[src/rtl/bcd_mod_counter.sv]
// Modulo-N BCD counter stage with cascade carry and 7-segment decode.
// Optional: define BLANK_LEADING_ZERO_EN to blank leading zero digits.
module bcd_mod_counter #(
  parameter int NDIG    = 2,
  parameter int MODULUS = 60
) (
  input  logic              clk,
  input  logic              reset_n,
  input  logic              enable,
  input  logic              up,
  input  logic              load,
  input  logic [4*NDIG-1:0] load_val,
  output logic [4*NDIG-1:0] count_bcd,
  output logic              done,
  output logic              load_err,
  output logic [7*NDIG-1:0] seg
);

  localparam int W = 4 * NDIG;

  function automatic logic [W-1:0] to_bcd(input int v);
    int t;
    t = v;
    to_bcd = '0;
    for (int k = 0; k < NDIG; k++) begin
      to_bcd[4*k +: 4] = 4'(t % 10);
      t = t / 10;
    end
  endfunction

  function automatic logic [6:0] seg7(input logic [3:0] d);
    unique case (d)
      4'd0:    seg7 = 7'b1000000;
      4'd1:    seg7 = 7'b1111001;
      4'd2:    seg7 = 7'b0100100;
      4'd3:    seg7 = 7'b0110000;
      4'd4:    seg7 = 7'b0011001;
      4'd5:    seg7 = 7'b0010010;
      4'd6:    seg7 = 7'b0000010;
      4'd7:    seg7 = 7'b1111000;
      4'd8:    seg7 = 7'b0000000;
      4'd9:    seg7 = 7'b0010000;
      default: seg7 = 7'b1111111;
    endcase
  endfunction

  // Top of range in BCD; valid BCD compares in numeric order as a vector.
  localparam logic [W-1:0] MAX_BCD = to_bcd(MODULUS - 1);

  logic [W-1:0] cnt_q, cnt_d;
  logic [W-1:0] inc, dec;
  logic         err_q, err_d;
  logic         dig_ok, lv_ok;
  logic         term;
  logic         cy, bw;

  // Load validity: every digit 0..9 and value below the modulus.
  always_comb begin
    dig_ok = 1'b1;
    for (int k = 0; k < NDIG; k++) begin
      if (load_val[4*k +: 4] > 4'd9) dig_ok = 1'b0;
    end
    lv_ok = dig_ok && (load_val <= MAX_BCD);
  end

  // Decimal ripple increment and decrement of the held count.
  always_comb begin
    inc = cnt_q;
    dec = cnt_q;
    cy  = 1'b1;
    bw  = 1'b1;
    for (int k = 0; k < NDIG; k++) begin
      if (cy) begin
        if (cnt_q[4*k +: 4] == 4'd9) begin
          inc[4*k +: 4] = 4'd0;
        end else begin
          inc[4*k +: 4] = cnt_q[4*k +: 4] + 4'd1;
          cy = 1'b0;
        end
      end
      if (bw) begin
        if (cnt_q[4*k +: 4] == 4'd0) begin
          dec[4*k +: 4] = 4'd9;
        end else begin
          dec[4*k +: 4] = cnt_q[4*k +: 4] - 4'd1;
          bw = 1'b0;
        end
      end
    end
  end

  assign term = up ? (cnt_q == MAX_BCD) : (cnt_q == '0);
  assign done = enable & ~load & term;

  // Next state: load beats step beats hold.
  always_comb begin
    cnt_d = cnt_q;
    err_d = 1'b0;
    unique case (1'b1)
      load: begin
        if (lv_ok) cnt_d = load_val;
        else       err_d = 1'b1;
      end
      (enable && !load): begin
        if (term) cnt_d = up ? '0 : MAX_BCD;
        else      cnt_d = up ? inc : dec;
      end
      default: ;
    endcase
  end

  // Count and load-error registers.
  always_ff @(posedge clk or negedge reset_n) begin
    if (!reset_n) begin
      cnt_q <= '0;
      err_q <= 1'b0;
    end else begin
      cnt_q <= cnt_d;
      err_q <= err_d;
    end
  end

  assign count_bcd = cnt_q;
  assign load_err  = err_q;

  // Segment decode, scanning from the top digit to track leading zeros.
  always_comb begin
    logic nz;
    nz  = 1'b0;
    seg = '1;
    for (int k = NDIG - 1; k >= 0; k--) begin
      nz = nz | (cnt_q[4*k +: 4] != 4'd0);
`ifdef BLANK_LEADING_ZERO_EN
      if (k > 0 && !nz) seg[7*k +: 7] = 7'b1111111;
      else              seg[7*k +: 7] = seg7(cnt_q[4*k +: 4]);
`else
      seg[7*k +: 7] = seg7(cnt_q[4*k +: 4]);
`endif
    end
  end

endmodule

[config.mk]
export PLATFORM = sky130hd
export DESIGN_NAME = bcd_mod_counter
export DESIGN_NICKNAME = d
export VERILOG_FILES = /design/src/rtl/bcd_mod_counter.sv
export SDC_FILE = /design/constraint.sdc
export NUM_CORES = 1
export LEC_CHECK = 0
export ABC_AREA = 1
export CAP_MARGIN = 5
export CORE_MARGIN = 2
export CORE_UTILIZATION = 42
export DETAILED_ROUTE_END_ITERATION = 10
export MAX_ROUTING_LAYER = met4
export PLACE_DENSITY = 0.82
export SYNTH_ARGS = -nofsm -noshare
export SYNTH_HDL_FRONTEND = slang
export SYNTH_SLANG_ARGS = --single-unit
export TNS_END_PERCENT = 20
[constraint.sdc]
create_clock -name clk -period 1.5 [get_ports clk]
set_input_delay 0.3 -clock clk [delete_from_list [all_inputs] [get_ports clk]]
set_output_delay 0.3 -clock clk [all_outputs]
set_load 0.005 [all_outputs]
==> flow_summary.ini <==
[run_status]
status = finished, violations left
violations = setup timing

[worst_setup_path]
cp_cell_sequence = inv_2 > ha_4 > nand3_4 > nor2_1 > nand2_1 > and2_4 > nor2_2 > buf_2
arrival_ns = 1.52
worstPathMaxFanout = 3
timing.rr.start = count_bcd[1]$_DFFE_PN0P_
cp-end-kind = output port
required_ns = 1.20
slowest_stage = dfrtp_1
r2r_cells = 10
critPathKind = register to output port
slowest_delay_ns = 0.39
start_kind = register
cp-startpoint = count_bcd[1]$_DFFE_PN0P_

[route]
post_drt_wl_per_cell_um = 16.99
via_per_inst = 5.770
drtIter0Drc = 112
drc = 0
ant_nets = 0
routed_wl_mm = 5.182
dr.pass1.iters = 4
dr_total_vias = 1760

[finish]
fin_util_pct = 86.71
final_nets = 299
diodes = 0
final_common_cell = buf_4
final_cell_mix = 44 x buf_4, 27 x nand2_1, 20 x nor2_1
area_delta_synth_final_pct = 93.15
drive_above_1_share_pct = 48.36

[cts]
hold_buffers = 0
worstSkewPairLatency_ns = 0.27
htreeDepth = 1
clockBufferDepth = 2
clk_pin_slew_ns = 0.07
cts_sinks = 9
cts_tree = yes
cts_root_buf = clkbuf_4
cts_made_buffers = 3

[floorplanning]
row_count = 18
core_um2 = 2522
die_h_um = 55.93
ioPinCount = 37
dieArea_um2 = 3128
initial_utilization_pct = 44.89
die_w_um = 55.93

[power]
cellLeakagePower_nw = 1.085
powerDensity_nw_per_um2 = 1050
peakVddDrop_mv = 1.136

[timing]
fin_crit_sh_pct = 121.3
setup_viol = 24
fin_crit_ns = 1.819
fmax_ghz = 0.5498
maxSlewHeadroom_pct = 71.14
finalMaxSlewViolations = 0
rsz0062_at_grt = true
finClkSkew_ns = 0.002514
timing.final.hold_violations = 0
max_slew.worst_pin.slew_ns = 0.4315
layout_setup_ws_ns = -0.3189

[hold_path]
holdCritPathClass = primary input to asynchronous set/reset pin

[synthesis]
syn_nets = 202
ys_types = 28
synth_top_area_share_pct = 19.89
synth_top_cell_by_area = dfrtp_1
avgSynthCellArea_um2 = 6.326
yosysWarnings = 0
ys_seq_area_share_pct = 19.89
synth_area_um2 = 1132
syn_inst = 179
ys_seq_elements = 9
netlist_top_cells_area = dfrtp_1 20%, nand2_1 11%, ha_1 11%

[grt]
antenna_found_initial = 0
grt_pass1_wl_mm = 6.527
grtUsageTotal_pct = 26.29
grt_most_used_layer = met2
met1_usage_pct = 35.14
use_met2_pct = 42.86
grt-ovfl-total = 0
grt_max_degree = 11
grt_use_met3_pct = 1.395
grt_pass1_vias = 1473

[placed_design]
place_ws_ns = -0.5905
port_buffers = 36
gp_congestion = 0.8851
hpwlAfterDp_mm = 2.790

[job]
maxCapViolations = 0
-- sequential cells by signal, summed over array words and instances (netlist names) --
name	cells
count_bcd	8
load_err	1
-- where the power goes --
group	internal (mW)	switching (mW)	total, mW
Sequential	0.291	0.0680	0.359
Clock	0.103	0.0961	0.199
Combinational	0.879	0.861	1.74
Total	1.27	1.02	2.30
-- cell families (layout without fill, tap and decap cells) --
group | count (synthesis) | count (layout) | synth area share (%)
simple gates | 92 | 92 | 38.12
compound gates | 41 | 41 | 20.11
buf+inv | 26 | 122 | 10.05
fa+ha+maj | 10 | 10 | 11.05
flops | 9 | 9 | 19.89
xor+xnor | 1 | 1 | 0.7736
-- cells in the mapped netlist --
master	number
nor2_2	1
inv_2	3
nor2_4	1
nand4_1	1
nor2_1	23
and2_1	1
buf_6	1
a21oi_1	14
nand2_2	7
ha_1	10
xnor2_1	1
dfrtp_1	9
o22ai_1	1
buf_2	1
o21a_1	1
o211ai_1	4
nand3_1	18
o21ai_0	18
and2_4	1
buf_4	2
nand2_4	2
o221ai_1	1
nand2_1	34
inv_1	19
nor3_1	1
nand3b_1	1
nand3_2	1
a22oi_1	2
-- area by class of cell --
| type | count | area (µm²) |
|---|---|---|
| Fill cell | 124 | 335.3 |
| Timing Repair Buffer | 96 | 809.5 |
| Multi-Input combinational cell | 144 | 993.5 |
| Sequential cell | 9 | 230.2 |
| Clock buffer | 4 | 26.28 |
| Tap cell | 30 | 37.54 |
| Inverter | 22 | 90.09 |
-- worst max-delay path: cells and delay by family (launching register included) --
family        cells  cell delay (ns)
buf+inv           2             0.23
simple gates      5             0.46
flops             1             0.39
fa+ha+maj         1             0.17
-- through the flow --
stage | power, mW | hold WS, ns | cell area, µm² | instances | setup TNS [ns]
after detailed placement | 1.718 | 0.5936 | 1889 | 287 | -7.310
after global routing | 2.414 | 0.3671 | 2187 | 305 | -5.467
after CTS | 1.950 | 0.3512 | 1998 | 298 | -3.800
after floorplan | 0.9556 | 0.004409 | 1177 | 179 | 0
final | 2.297 | 0.3325 | 2187 | 305 | -4.378
after global placement | 1.692 | 0.5944 | 1889 | 287 | -6.290
-- final timing paths --
path	slack, ns	to
max in group asynchronous	0.84	count_bcd[2]$_DFFE_PN0P_
worst max-delay path	-0.32	done
worst max register to register	-0.17	count_bcd[7]$_DFFE_PN0P_
worst min-delay path	0.33	count_bcd[5]$_DFFE_PN0P_
worst min register to register	0.76	count_bcd[6]$_DFFE_PN0P_
min in group clk	0.63	count_bcd[5]$_DFFE_PN0P_
-- metal layers --
layer	up-vias	part of all wire, %
met5	-	0
met4	0	3.5
met3	23	7.3
met2	113	49
met1	836	40
li1	788	-
-- repair_timing --
item / CTS / global route
gates resized for setup: 92 / 45
endpoints found under the setup margin: 26 / 28
setup buffers: 7 / 8
pin swaps: 16 / 19
Power figures use the tool's default switching activity.
